===== src/rtl/fsm_job_sequencer.sv =====
// fsm_job_sequencer: initiator side of the single-cycle start/done worker
// handshake. On one go command it issues a batch of jobs to a worker FSM,
// optionally spacing them with dead cycles. It counts completed jobs, pulses
// complete at the end of the batch, and aborts with a sticky timeout error
// when the worker stops answering.
module fsm_job_sequencer #(
    parameter int JOB_W   = 8,
    parameter int GAP_W   = 8,
    parameter int TIMEOUT = 64
) (
    input  logic             clk,
    input  logic             reset,
    input  logic             go,
    input  logic [JOB_W-1:0] num_jobs,
    input  logic [GAP_W-1:0] gap,
    output logic             worker_start,
    input  logic             worker_done,
    output logic             busy,
    output logic             complete,
    output logic             timeout_err,
    output logic [JOB_W-1:0] jobs_done
);

    // The timer only needs to hold 0 .. TIMEOUT-1 WAIT_DONE cycles.
    localparam int TMR_W = (TIMEOUT > 2) ? $clog2(TIMEOUT) : 1;
    localparam logic [TMR_W-1:0] TMR_LAST = TMR_W'(TIMEOUT - 1);

    typedef enum logic [2:0] {
        S_IDLE,
        S_ISSUE,
        S_WAIT_DONE,
        S_GAP,
        S_FINISH
    } state_e;

    state_e             state_q, state_d;
    logic [JOB_W-1:0]   num_q, num_d;
    logic [GAP_W-1:0]   gap_q, gap_d;
    logic [GAP_W-1:0]   gap_cnt_q, gap_cnt_d;
    logic [TMR_W-1:0]   timer_q, timer_d;
    logic [JOB_W-1:0]   jobs_done_q, jobs_done_d;
    logic               timeout_err_q, timeout_err_d;
    logic [JOB_W-1:0]   jobs_inc;

    assign jobs_inc = jobs_done_q + JOB_W'(1);

    // State and datapath registers; reset is asynchronous so the strobes
    // decoded from state_q drop immediately when reset rises.
    // NOTE: sequential state uses non-blocking assignments so every register
    // samples the values from before this edge, regardless of statement order.
    always_ff @(posedge clk or posedge reset) begin
        if (reset) begin
            state_q       <= S_IDLE;
            num_q         <= '0;
            gap_q         <= '0;
            gap_cnt_q     <= '0;
            timer_q       <= '0;
            jobs_done_q   <= '0;
            timeout_err_q <= 1'b0;
        end else begin
            state_q       <= state_d;
            num_q         <= num_d;
            gap_q         <= gap_d;
            gap_cnt_q     <= gap_cnt_d;
            timer_q       <= timer_d;
            jobs_done_q   <= jobs_done_d;
            timeout_err_q <= timeout_err_d;
        end
    end

    // Next-state and datapath update for the batch sequencer.
    // NOTE: every _d signal gets its hold value first, so no path through the
    // case statement can leave one unassigned and infer a latch.
    always_comb begin
        state_d       = state_q;
        num_d         = num_q;
        gap_d         = gap_q;
        gap_cnt_d     = gap_cnt_q;
        timer_d       = timer_q;
        jobs_done_d   = jobs_done_q;
        timeout_err_d = timeout_err_q;

        case (state_q)
            S_IDLE: begin
                if (go) begin
                    jobs_done_d   = '0;
                    timeout_err_d = 1'b0;
                    if (num_jobs != '0) begin
                        num_d   = num_jobs;
                        gap_d   = gap;
                        state_d = S_ISSUE;
                    end else begin
                        state_d = S_FINISH;
                    end
                end
            end
            S_ISSUE: begin
                timer_d = '0;
                state_d = S_WAIT_DONE;
            end
            S_WAIT_DONE: begin
                // A done on the last allowed cycle still counts: it is
                // checked before the timer.
                if (worker_done) begin
                    jobs_done_d = jobs_inc;
                    if (jobs_inc == num_q) begin
                        state_d = S_FINISH;
                    end else if (gap_q == '0) begin
                        state_d = S_ISSUE;
                    end else begin
                        gap_cnt_d = gap_q;
                        state_d   = S_GAP;
                    end
                end else if (timer_q == TMR_LAST) begin
                    timeout_err_d = 1'b1;
                    state_d       = S_IDLE;
                end else begin
                    timer_d = timer_q + TMR_W'(1);
                end
            end
            S_GAP: begin
                gap_cnt_d = gap_cnt_q - GAP_W'(1);
                if (gap_cnt_q == GAP_W'(1)) begin
                    state_d = S_ISSUE;
                end
            end
            S_FINISH: begin
                state_d = S_IDLE;
            end
            default: begin
                state_d = S_IDLE;
            end
        endcase
    end

    // All outputs decode registered state only.
    assign worker_start = (state_q == S_ISSUE);
    assign busy         = (state_q != S_IDLE);
    assign complete     = (state_q == S_FINISH);
    assign timeout_err  = timeout_err_q;
    assign jobs_done    = jobs_done_q;

endmodule


===== config.mk =====
export PLATFORM = sky130hd
export DESIGN_NAME = fsm_job_sequencer
export DESIGN_NICKNAME = d
export VERILOG_FILES = /design/src/rtl/fsm_job_sequencer.sv
export SDC_FILE = /design/constraint.sdc
export NUM_CORES = 1
export LEC_CHECK = 0
export BUFFER_PORTS_ARGS = -buffer_cell sky130_fd_sc_hd__buf_4
export CAP_MARGIN = 20
export CORE_ASPECT_RATIO = 1.2
export CORE_MARGIN = 8
export CORE_UTILIZATION = 61
export DETAILED_ROUTE_END_ITERATION = 10
export PLACE_DENSITY = 0.85
export SETUP_SLACK_MARGIN = 0.4
export SYNTH_ARGS = -nofsm -noshare
export SYNTH_HDL_FRONTEND = slang
export SYNTH_SLANG_ARGS = --single-unit

===== constraint.sdc =====
create_clock -name clk -period 3.58 [get_ports clk]
set_clock_uncertainty 0.1 [all_clocks]
set_input_delay 0.537 -clock clk [delete_from_list [all_inputs] [get_ports clk]]
set_output_delay 0.537 -clock clk [all_outputs]
set_load 0.02 [all_outputs]

==> qor_table.md, run 1 <==
| Group | Metric | Value |
| --- | --- | --- |
| status | Outcome | finished, final reports clean |
| routing | Drt first-iter violations | 93 |
| finish | Final Util | 0.742 |
| routing | 1st-pass router iterations | 4 |
| synthesis | Instance count of the mapped netlist | 232 |
| clocking | Clock edge transition at the registers on the reported setup and hold paths | 80 ps |
| global route | Number of global-route vias before repair | 1870 |
| flow run | Max-Cap Viols | 0 |
| worst setup path | Crit path max-delay cell type | sky130_fd_sc_hd__dfrtp_1 |
| synthesis | Most frequent cells after synthesis | sky130_fd_sc_hd__dfrtp_1 (42), sky130_fd_sc_hd__nor2_1 (23), sky130_fd_sc_hd__o21ai_0 (20) |
| synthesis | Net count of the mapped netlist | 256 |
| global route | Antenna violations before repair | 0 |
| floorplan | Area of the core region | 3630 µm² |
| synthesis | Mean instance size in the synthesized netlist | 9.90 µm² |
| finish | Final layout net count | 288 |
| worst setup path | Endpoint kind of the worst setup timing path | register |
| placement | Detailed Place HPWL | 3640 µm |
| synthesis | Cell with the most instances after synthesis | sky130_fd_sc_hd__dfrtp_1 |
| floorplan | Initial standard-cell utilization of the core | 0.632 |
| sta | Slew margin rel. | 0.425 |
| finish | Total inserted antenna cells | 0 |
| sta | Unrepaired setup endpoints after global routing | false |
| synthesis | Top FF cell, synth | sky130_fd_sc_hd__dfrtp_1 |
| worst setup path | Critical Path, Cell by Cell | ha_1 > and2_1 > a211o_2 > a31oi_1 > a2111oi_2 > buf_4 > or2_1 > a311o_1 |
| global route | Total gr overflow | 0 |
| sta | Portion of the clock cycle consumed by the worst path in the final layout | 0.726 |
| global route | Pin count of the biggest net entering global routing | 43 |
| finish | Proportion of layout cells with a drive suffix above 1 | 0.245 |
| synthesis | Number of storage elements in the synthesis netlist | 42 |
| worst setup path | Req. time, crit path | 3670 ps |
| clocking | Resized Gates After CTS | 0 |
| worst setup path | Crit Path Max Fanout | 11 |
| clocking | Setup bufs post-CTS | 0 |
| sta | TNS Setup | 0 ps |
| clocking | TritonCTS clock tree | yes |
| sta | Final slew viol count | 0 |
| min path | Worst hold path type | input pin to asynchronous set/reset pin |
| clocking | Clock latency on the worst-skew pair | 300 ps |
| clocking | TritonCTS Buffers | 5 |
| worst setup path | Arrival time at the worst endpoint | 2680 ps |
| placement | Placed inst area | 2560 µm² |
| clocking | Clock Sinks | 42 |
| global route | Global-route wire length before repair | 8760 µm |
| synthesis | Largest cells by area after synthesis | sky130_fd_sc_hd__dfrtp_1 (46%), sky130_fd_sc_hd__mux2_2 (7.4%), sky130_fd_sc_hd__o21ai_0 (4.4%) |
| sta | Shortest period the worst path allows | 2600 ps |
| clocking | Number of buffers on the longest clock path | 2 |
| floorplan | Number of standard-cell rows in the floorplan | 24 |
| synthesis | Portion of the post-synthesis area used by sequential elements | 0.458 |
| sta | Hold violation total from the final report | 0 |
| clocking | # H-tree levels | 2 |
| pwr | Total leakage power | 1.17 nW |
| synthesis | Fraction of synthesized cell area taken by the top area cell type | 0.458 |
| worst setup path | Worst setup SP type | register |
| synthesis | YS warnings | 0 |
| pwr | Cell Pwr Density | 757 nW/µm² |
| clocking | Hold_buf cts | 0 |
| sta | Pin slew with the least headroom to its limit | 862 ps |
| finish | Area growth from synthesis to layout | 17.5% |
| pwr | Worst IR drop on VDD | 0.412 mV |
| floorplan | Height of the die | 83.2 µm |
| worst setup path | Critical Setup Path Class | register to register |
| floorplan | Die ar. | 5990 µm² |
| routing | Vias per std cell | 5.98 |
| sta | Count of final setup violators | 0 |
| global route | GR Util All Layers | 0.177 |
| worst setup path | Delay contributed by the slowest stage of the critical path | 470 ps |
| synthesis | Asr flop ratio synth | 1.00 |
| clocking | Root Buffer Master | sky130_fd_sc_hd__clkbuf_8 |
| synthesis | Dominant cell type by area after synthesis | sky130_fd_sc_hd__dfrtp_1 |
| worst setup path | CP startpoint | jobs_done[0] |
| synthesis | Distinct cell type count of the synthesized netlist | 50 |
| finish | Post-route cell area | 2700 µm² |
| synthesis | Count of flip-flops with a built-in enable after synthesis | 0 |
| routing | Total routed wirelength | 5030 µm |
| synthesis | Synthesized cell area | 2300 µm² |
| routing | Detailed-route via count | 1895 |
| sta | Highest attainable clock frequency | 385 MHz |
| placement | Final weighted congestion in routability-driven placement | 0.891 |
| floorplan | Number of I/O pins | 32 |
| floorplan | Overall die width | 72.0 µm |
| placement | I/O Buffers | 31 |
| worst setup path | Critical R2R Launch | jobs_done[0] |
| routing | Post-detailed-route count of antenna-violating nets | 0 |
| routing | Average wire length per cell after detail routing | 15.9 µm |
| routing | Residual DRC count | 0 |
per-stage QoR:
stage / power, mW / hold slack, ps / setup WS (ps) / instances
2_1_floorplan: 1.39 / 371 / 1200 / 232
3_3_place_gp: 1.56 / 409 / 1060 / 309
3_5_place_dp: 1.59 / 418 / 1020 / 309
4_1_cts: 2.04 / 287 / 990 / 317
5_1_grt: 2.18 / 325 / 870 / 317
6_report: 2.04 / 271 / 982 / 317
metal layers:
| layer | wire [µm] | share of wire | up-vias | GRT usage |
|---|---|---|---|---|
| met2 | 2460 | 0.49 | 48 | 0.289 |
| met1 | 2280 | 0.45 | 925 | 0.221 |
| met4 | 57 | 0.011 | 0 | 0.0559 |
| li1 | - | - | 917 | - |
| met5 | 0 | 0 | - | 0 |
| met3 | 233 | 0.046 | 5 | 0.0445 |
layout make-up:
class	count	area (µm²)
inverter	8	30.0
sequential	42	1050
clock buffer	5	68.8
fill	281	936
multi-input combinational	174	1170
tap	52	65.1
clock inverter	3	68.8
timing repair buffer	33	248
layout by cell type (no fill, tap or decap), types with 4 or more instances in the layout:
master                     Yosys  routed
sky130_fd_sc_hd__buf_4         2      33
sky130_fd_sc_hd__xnor2_1       4       4
sky130_fd_sc_hd__nor3b_1       5       5
sky130_fd_sc_hd__nand4_1       4       4
sky130_fd_sc_hd__nand2_1      17      17
sky130_fd_sc_hd__clkbuf_8      0       5
sky130_fd_sc_hd__a21oi_1       9       9
sky130_fd_sc_hd__nor2_1       23      23
sky130_fd_sc_hd__nor3_1        6       6
sky130_fd_sc_hd__xor2_1        5       5
sky130_fd_sc_hd__ha_1          4       4
sky130_fd_sc_hd__inv_1         8       8
sky130_fd_sc_hd__dfrtp_1      42      42
sky130_fd_sc_hd__o211a_1       5       5
sky130_fd_sc_hd__nand3_1      11      11
sky130_fd_sc_hd__o21ai_0      20      20
sky130_fd_sc_hd__mux2_2       15      15
sky130_fd_sc_hd__nor4_1        6       6
worst max-delay path, delay by kind of cell (launching register included):
family          cells  cell delay, ps
fa+ha+maj           1             300
simple gates        2             540
buf+inv             1             180
compound gates      4             910
flops               1             470
cell families after synthesis:
group           count (synthesis)  synth area share
flops                          42             0.458
buf+inv                        16            0.0343
mux                            16            0.0779
fa+ha+maj                       4            0.0218
simple gates                   91             0.208
compound gates                 53             0.159
xor+xnor                       10            0.0414
power breakdown:
part	leakage [nW]	switching, mW	internal (mW)
logic	0.571	0.389	0.366
clock network	0.0683	0.169	0.279
registers	0.526	0.188	0.651
final timing paths:
check                           slack [ps]  cells after the start           end
worst max-delay path                   980                      8  gap_cnt_q[0]
worst min-delay path                   270                      3    timer_q[5]
worst max register to register         980                      8  gap_cnt_q[0]
worst min register to register         430                      1    timer_q[0]
max in group asynchronous             2750                      3      num_q[6]
min in group clk                       340                      3      gap_q[1]
sequential cells by signal, indices dropped and copies added, names as in the netlist:
| name | cells |
|---|---|
| gap_cnt_q | 8 |
| gap_q | 8 |
| jobs_done | 8 |
| num_q | 8 |
| timer_q | 6 |
| state_q | 3 |
| timeout_err | 1 |
No activity file was read; power rests on OpenSTA's default activity.
==> run 2, diff against run 1 <==
--- a/config.mk
+++ b/config.mk
@@ -9,9 +9,9 @@
 export CAP_MARGIN = 20
 export CORE_ASPECT_RATIO = 1.2
 export CORE_MARGIN = 8
-export CORE_UTILIZATION = 61
+export CORE_UTILIZATION = 57
 export DETAILED_ROUTE_END_ITERATION = 10
-export PLACE_DENSITY = 0.85
+export PLACE_DENSITY = 0.8
 export SETUP_SLACK_MARGIN = 0.4
 export SYNTH_ARGS = -nofsm -noshare
 export SYNTH_HDL_FRONTEND = slang
==> constraint.sdc (replaced) <==
create_clock -name clk -period 2.6 [get_ports clk]
set_clock_uncertainty 0.1 [all_clocks]
set_input_delay 0.39 -clock clk [delete_from_list [all_inputs] [get_ports clk]]
set_output_delay 0.39 -clock clk [all_outputs]
set_load 0.02 [all_outputs]
==> run 2 against run 1 <==
  * Global-route usage up 1.2 points
  * Hold slack worse by 130 ps
  * Highest routed layer unchanged
  * Sequential cell count unchanged
  * Total power up 47%
  * Largest power group is now combinational logic
==> qor_table.md, run 2 (same netlist as run 1, synthesis figures left out) <==
| Group | Metric | Value |
| --- | --- | --- |
| placement | Final weighted congestion in routability-driven placement | 0.840 |
| sta | Shortest period the worst path allows | 2230 ps |
| sta | Hold violation total from the final report | 0 |
| floorplan | Die ar. | 6320 µm² |
| clocking | TritonCTS Buffers | 5 |
| worst setup path | Req. time, crit path | 2690 ps |
| pwr | Relative contribution of the clock network to total power | 0.170 |
| sta | Pin slew with the least headroom to its limit | 819 ps |
| status | Outcome | finished, final reports clean |
| routing | Drt first-iter violations | 137 |
| global route | Pin count of the biggest net entering global routing | 22 |
| worst setup path | Endpoint of the lowest-slack register-to-register path | gap_cnt_q[0] |
| sta | Portion of the clock cycle consumed by the worst path in the final layout | 0.857 |
| pwr | Part of the power in combinational logic | 0.430 |
| pwr | Power Total | 3.00 mW |
| worst setup path | Critical Setup Path Class | register to register |
| pwr | Switching power as a share of total power | 0.391 |
| finish | Proportion of layout cells with a drive suffix above 1 | 0.378 |
| worst setup path | Arrival time at the worst endpoint | 2320 ps |
| worst setup path | Critical R2R Launch | jobs_done[0] |
| flow run | Max-Cap Viols | 0 |
| routing | 1st-pass router iterations | 4 |
| pwr | Cell Pwr Density | 1000 nW/µm² |
| global route | Total gr overflow | 0 |
| clocking | Clock latency on the worst-skew pair | 300 ps |
| sta | TNS Setup | 0 ps |
| sta | Unrepaired setup endpoints after global routing | true |
| floorplan | Area of the core region | 3910 µm² |
| finish | Most used cells in the layout excluding fill and tap cells | sky130_fd_sc_hd__buf_4 (54), sky130_fd_sc_hd__dfrtp_1 (35), sky130_fd_sc_hd__nor2_1 (22), sky130_fd_sc_hd__o21ai_0 (18), sky130_fd_sc_hd__nand2_1 (17) |
| routing | Residual DRC count | 0 |
| clocking | Clock Sinks | 42 |
| worst setup path | Worst R2R Setup Slack | 370 ps |
| global route | Number of global-route vias before repair | 2011 |
| routing | Post-detailed-route count of antenna-violating nets | 0 |
| sta | Final slew viol count | 0 |
| sta | Count of final setup violators | 0 |
| floorplan | Initial standard-cell utilization of the core | 0.587 |
| clocking | Number of buffers on the longest clock path | 2 |
| worst setup path | Crit Path Max Fanout | 5 |
| clocking | Clock edge transition at the registers on the reported setup and hold paths | 90 ps |
| global route | Global-route wire length before repair | 9450 µm |
| floorplan | Height of the die | 85.5 µm |
| sta | Worst Setup Slack, final | 371 ps |
| routing | Total routed wirelength | 5940 µm |
| worst setup path | Worst setup SP type | register |
| finish | Area growth from synthesis to layout | 30.5% |
| placement | I/O Buffers | 31 |
| global route | GR Util All Layers | 0.190 |
| placement | Placed inst area | 2630 µm² |
| floorplan | Overall die width | 73.9 µm |
| finish | Final layout net count | 309 |
| placement | Detailed Place HPWL | 3970 µm |
| sta | Highest attainable clock frequency | 449 MHz |
| clocking | TritonCTS clock tree | yes |
| floorplan | Number of I/O pins | 32 |
| min path | Worst hold path type | input pin to asynchronous set/reset pin |
| routing | Average wire length per cell after detail routing | 17.5 µm |
| pwr | Total leakage power | 1.26 nW |
| worst setup path | Endpoint kind of the worst setup timing path | register |
| sta | Slew margin rel. | 0.454 |
| finish | Total inserted antenna cells | 0 |
| pwr | Relative contribution of sequential cells to total power | 0.400 |
| floorplan | Number of standard-cell rows in the floorplan | 25 |
| finish | Fill cell instance count of the final layout | 253 |
| finish | Post-route cell area | 3000 µm² |
| sta | Worst Hold Margin | 145 ps |
| worst setup path | CP startpoint | jobs_done[0] |
| pwr | Net load switching power | 1.17 mW |
| routing | Detailed-route via count | 2062 |
| finish | Most common cell after layout, fill and taps aside | sky130_fd_sc_hd__buf_4 |
| pwr | Internal Dissipation | 1.83 mW |
| pwr | Worst IR drop on VDD | 0.642 mV |
| clocking | Hold_buf cts | 0 |
| worst setup path | Reg2Reg Depth | 7 |
| clocking | Root Buffer Master | sky130_fd_sc_hd__clkbuf_8 |
| placement | Placement-stage worst setup slack | 310 ps |
| clocking | # H-tree levels | 2 |
| global route | Antenna violations before repair | 0 |
| routing | Vias per std cell | 6.06 |
==> run 2: routing by layer <==
metal / GRT usage / vias up / share of wire
li1: - / 956 / -
met3: 0.0490 / 16 / 0.064
met4: 0.0801 / 0 / 0.027
met2: 0.304 / 80 / 0.49
met1: 0.232 / 1010 / 0.42
met5: 0 / - / 0
==> run 2: worst max path at each step <==
| stage | endpoint | cells past startpoint |
|---|---|---|
| 5_1_grt | gap_cnt_q[0] | 7 |
| 4_1_cts | gap_cnt_q[0] | 7 |
| 3_3_place_gp | gap_cnt_q[0] | 7 |
| 2_1_floorplan | gap_cnt_q[0] | 7 |
| 6_report | gap_cnt_q[0] | 7 |
| 3_5_place_dp | gap_cnt_q[0] | 7 |
==> run 2: cell type report <==
class | count | area (µm²) | area share
Clock inverter | 2 | 37.5 | 0.0125
Sequential cell | 42 | 1060 | 0.354
Tap cell | 54 | 67.6 | 0.0226
Timing Repair Buffer | 54 | 405 | 0.135
Inverter | 8 | 30.0 | 0.0100
Multi-Input combinational cell | 174 | 1320 | 0.442
Clock buffer | 6 | 72.6 | 0.0242
==> run 2: stage by stage <==
stage / std cells / util
finish: 340 / 0.766
global route: 340 / 0.766
CTS: 330 / 0.728
detailed placement: 317 / 0.674
global placement: 317 / 0.674
floorplan: 232 / -
==> run 2: power groups by stage <==
stage / Combinational [mW] / Clock, mW / Sequential, mW
6_report: 1.29 / 0.511 / 1.20
5_1_grt: 1.41 / 0.538 / 1.23
4_1_cts: 1.20 / 0.517 / 1.18
3_5_place_dp: 1.09 / 0 / 1.18
3_3_place_gp: 1.07 / 0 / 1.16
2_1_floorplan: 0.825 / 0 / 1.12
==> run 2: critical path, stage by stage, from the launching register on <==
cell and delay [ps]:
sky130_fd_sc_hd__dfrtp_2 450, sky130_fd_sc_hd__and4_1 260, sky130_fd_sc_hd__a21boi_0 230, sky130_fd_sc_hd__o21ai_1 140
sky130_fd_sc_hd__a2111oi_4 430, sky130_fd_sc_hd__buf_4 200, sky130_fd_sc_hd__nor4b_1 50, sky130_fd_sc_hd__a311o_1 270
==> run 2: timing repair <==
| item | 4_1_cts | 5_1_grt |
|---|---|---|
| resized for setup | 17 | 13 |
| setup buffers | 4 | 10 |
| cloned | 1 | 0 |
| hold endpoints to repair | 0 | 0 |
| endpoints found under the setup margin | 9 | 24 |
| pin swaps | 2 | 11 |
==> run 3, diff against run 2 <==
==> constraint.sdc (replaced) <==
create_clock -name clk -period 2.6 [get_ports clk]
set_clock_uncertainty 0.1 [all_clocks]
set_input_delay 0.52 -clock clk [delete_from_list [all_inputs] [get_ports clk]]
set_output_delay 0.52 -clock clk [all_outputs]
set_load 0.02 [all_outputs]
==> run 3 against run 2 <==
  * Global-route usage is 1.2 points lower
  * Fmax is 0.90% lower
  * Via count is 5.5% lower
  * Clock-buffer cell count is 1 lower
  * Clock power is 2% higher
  * First-iteration DRC count is 19% lower
  * Design area is 5.7% lower
  * Sequential power hardly changed
  * Critical path depth is 1 higher
  * Setup slack worse by 20 ps
  * Cell count is 4.1% lower
  * Sequential share of layout area is 2.0 points higher
  * Critical path type unchanged
==> qor_table.md, run 3 (same netlist as run 1, synthesis figures left out) <==
| Group | Metric | Value |
| --- | --- | --- |
| status | Outcome | finished, final reports clean |
| clocking | Clock latency on the worst-skew pair | 300 ps |
| sta | Final slew viol count | 0 |
| clocking | # H-tree levels | 2 |
| global route | Global-route wire length before repair | 8900 µm |
| floorplan | Area of the core region | 3910 µm² |
| finish | Most common cell after layout, fill and taps aside | sky130_fd_sc_hd__buf_4 |
| floorplan | Height of the die | 85.5 µm |
| min path | Worst hold path type | input pin to asynchronous set/reset pin |
| worst setup path | Critical Setup Path Class | register to register |
| routing | Post-detailed-route count of antenna-violating nets | 0 |
| clocking | Clock edge transition at the registers on the reported setup and hold paths | 90 ps |
| routing | Average wire length per cell after detail routing | 16.4 µm |
| worst setup path | Reg2Reg Depth | 8 |
| finish | Area growth from synthesis to layout | 23.1% |
| worst setup path | Worst R2R Setup Slack | 350 ps |
| sta | Slew margin rel. | 0.553 |
| worst setup path | Endpoint kind of the worst setup timing path | register |
| routing | Total routed wirelength | 5340 µm |
| pwr | Worst IR drop on VDD | 0.618 mV |
| finish | Fill cell instance count of the final layout | 286 |
| flow run | Max-Cap Viols | 0 |
| global route | GR Util All Layers | 0.177 |
| routing | Detailed-route via count | 1948 |
| finish | Final layout net count | 295 |
| floorplan | Initial standard-cell utilization of the core | 0.587 |
| finish | Area taken by flip-flops and latches | 1060 µm² |
| clocking | Number of buffers on the longest clock path | 2 |
| worst setup path | Arrival time at the worst endpoint | 2340 ps |
| placement | Detailed Place HPWL | 3730 µm |
| finish | Most used cells in the layout excluding fill and tap cells | sky130_fd_sc_hd__buf_4 (38), sky130_fd_sc_hd__dfrtp_1 (37), sky130_fd_sc_hd__nor2_1 (21), sky130_fd_sc_hd__o21ai_0 (18), sky130_fd_sc_hd__nand2_1 (17) |
| sta | Hold violation total from the final report | 0 |
| sta | Shortest period the worst path allows | 2250 ps |
| clocking | Root Buffer Master | sky130_fd_sc_hd__clkbuf_8 |
| floorplan | Number of I/O pins | 32 |
| sta | Highest attainable clock frequency | 444 MHz |
| global route | Antenna violations before repair | 0 |
| sta | Worst Setup Slack, final | 350 ps |
| worst setup path | Req. time, crit path | 2690 ps |
| worst setup path | Crit Path Max Fanout | 8 |
| global route | Number of global-route vias before repair | 1892 |
| floorplan | Number of standard-cell rows in the floorplan | 25 |
| sta | Pin slew with the least headroom to its limit | 664 ps |
| pwr | Cell Pwr Density | 1030 nW/µm² |
| clocking | Clock Sinks | 42 |
| pwr | Total leakage power | 1.19 nW |
| global route | Total gr overflow | 0 |
| routing | 1st-pass router iterations | 4 |
| pwr | Power Total | 2.91 mW |
| floorplan | Overall die width | 73.9 µm |
| sta | TNS Setup | 0 ps |
| floorplan | Die ar. | 6320 µm² |
| placement | Final weighted congestion in routability-driven placement | 0.860 |
| worst setup path | Worst setup SP type | register |
| placement | I/O Buffers | 31 |
| sta | Portion of the clock cycle consumed by the worst path in the final layout | 0.865 |
| finish | Proportion of layout cells with a drive suffix above 1 | 0.320 |
| sta | Unrepaired setup endpoints after global routing | true |
| placement | Placement-stage worst setup slack | 319 ps |
| routing | Residual DRC count | 0 |
| routing | Drt first-iter violations | 111 |
| clocking | TritonCTS Buffers | 5 |
| routing | Vias per std cell | 5.98 |
| finish | Area occupied by multi-input gates | 1250 µm² |
| finish | Total inserted antenna cells | 0 |
| sta | Count of final setup violators | 0 |
| clocking | TritonCTS clock tree | yes |
| global route | Pin count of the biggest net entering global routing | 43 |
| sta | Worst Hold Margin | 248 ps |
run 3: cell count changes in the layout (fill, tap and decap cells not counted), sizes merged:
| cell | change |
|---|---|
| clkbuf | -1 |
| buf | -14 |
| clkinvlp | +1 |
run 3: worst paths after layout:
kind | from | endpoint
min reg2reg | timer_q[0] | timer_q[0]
min in group clk | gap[1] | gap_q[1]
min | reset | gap_cnt_q[1]
max reg2reg | jobs_done[0] | gap_cnt_q[0]
max | jobs_done[0] | gap_cnt_q[0]
max in group asynchronous | reset | jobs_done[1]
run 3: power breakdown:
group,switching (mW),internal [mW]
registers,0.276,0.900
logic,0.615,0.600
clock network,0.237,0.286
total,1.13,1.79
run 3: area by class of cell:
type,count,share of cell area
Clock buffer,5,0.0244
Tap cell,54,0.0239
Timing Repair Buffer,40,0.107
Clock inverter,3,0.0159
Inverter,8,0.0106
Multi-Input combinational cell,174,0.444
Sequential cell,42,0.374
run 3: per-stage QoR:
| stage | cells | utilization | cell area, µm² |
|---|---|---|---|
| 2_1_floorplan | 232 | - | 2320 |
| 3_3_place_gp | 315 | 0.670 | 2620 |
| 3_5_place_dp | 315 | 0.670 | 2620 |
| 4_1_cts | 326 | 0.715 | 2790 |
| 5_1_grt | 326 | 0.723 | 2830 |
| 6_report | 326 | 0.723 | 2830 |
run 3: metal layers:
layer	GRT usage	routed length [µm]	vias up	part of all wire
met5	0	0	-	0
met3	0.0432	348	8	0.065
met1	0.224	2340	939	0.44
met2	0.272	2560	74	0.48
li1	-	-	927	-
met4	0.0874	87	0	0.016
run 3: critical path, stage by stage, from the launching register on:
cell and delay (ps):
sky130_fd_sc_hd__dfrtp_2 440, sky130_fd_sc_hd__ha_4 180, sky130_fd_sc_hd__nand3_1 200, sky130_fd_sc_hd__nor3_2 230
sky130_fd_sc_hd__a31oi_4 60, sky130_fd_sc_hd__a2111oi_4 400, sky130_fd_sc_hd__buf_4 200, sky130_fd_sc_hd__nor4b_1 50
sky130_fd_sc_hd__a311o_1 280
run 3: timing repair:
item                       CTS  global route
pin swaps                    3             1
hold buffers                 0             0
buffers inserted             2             0
gates resized for setup     10             8
gates cloned                 1             0
setup endpoints to repair    8            25
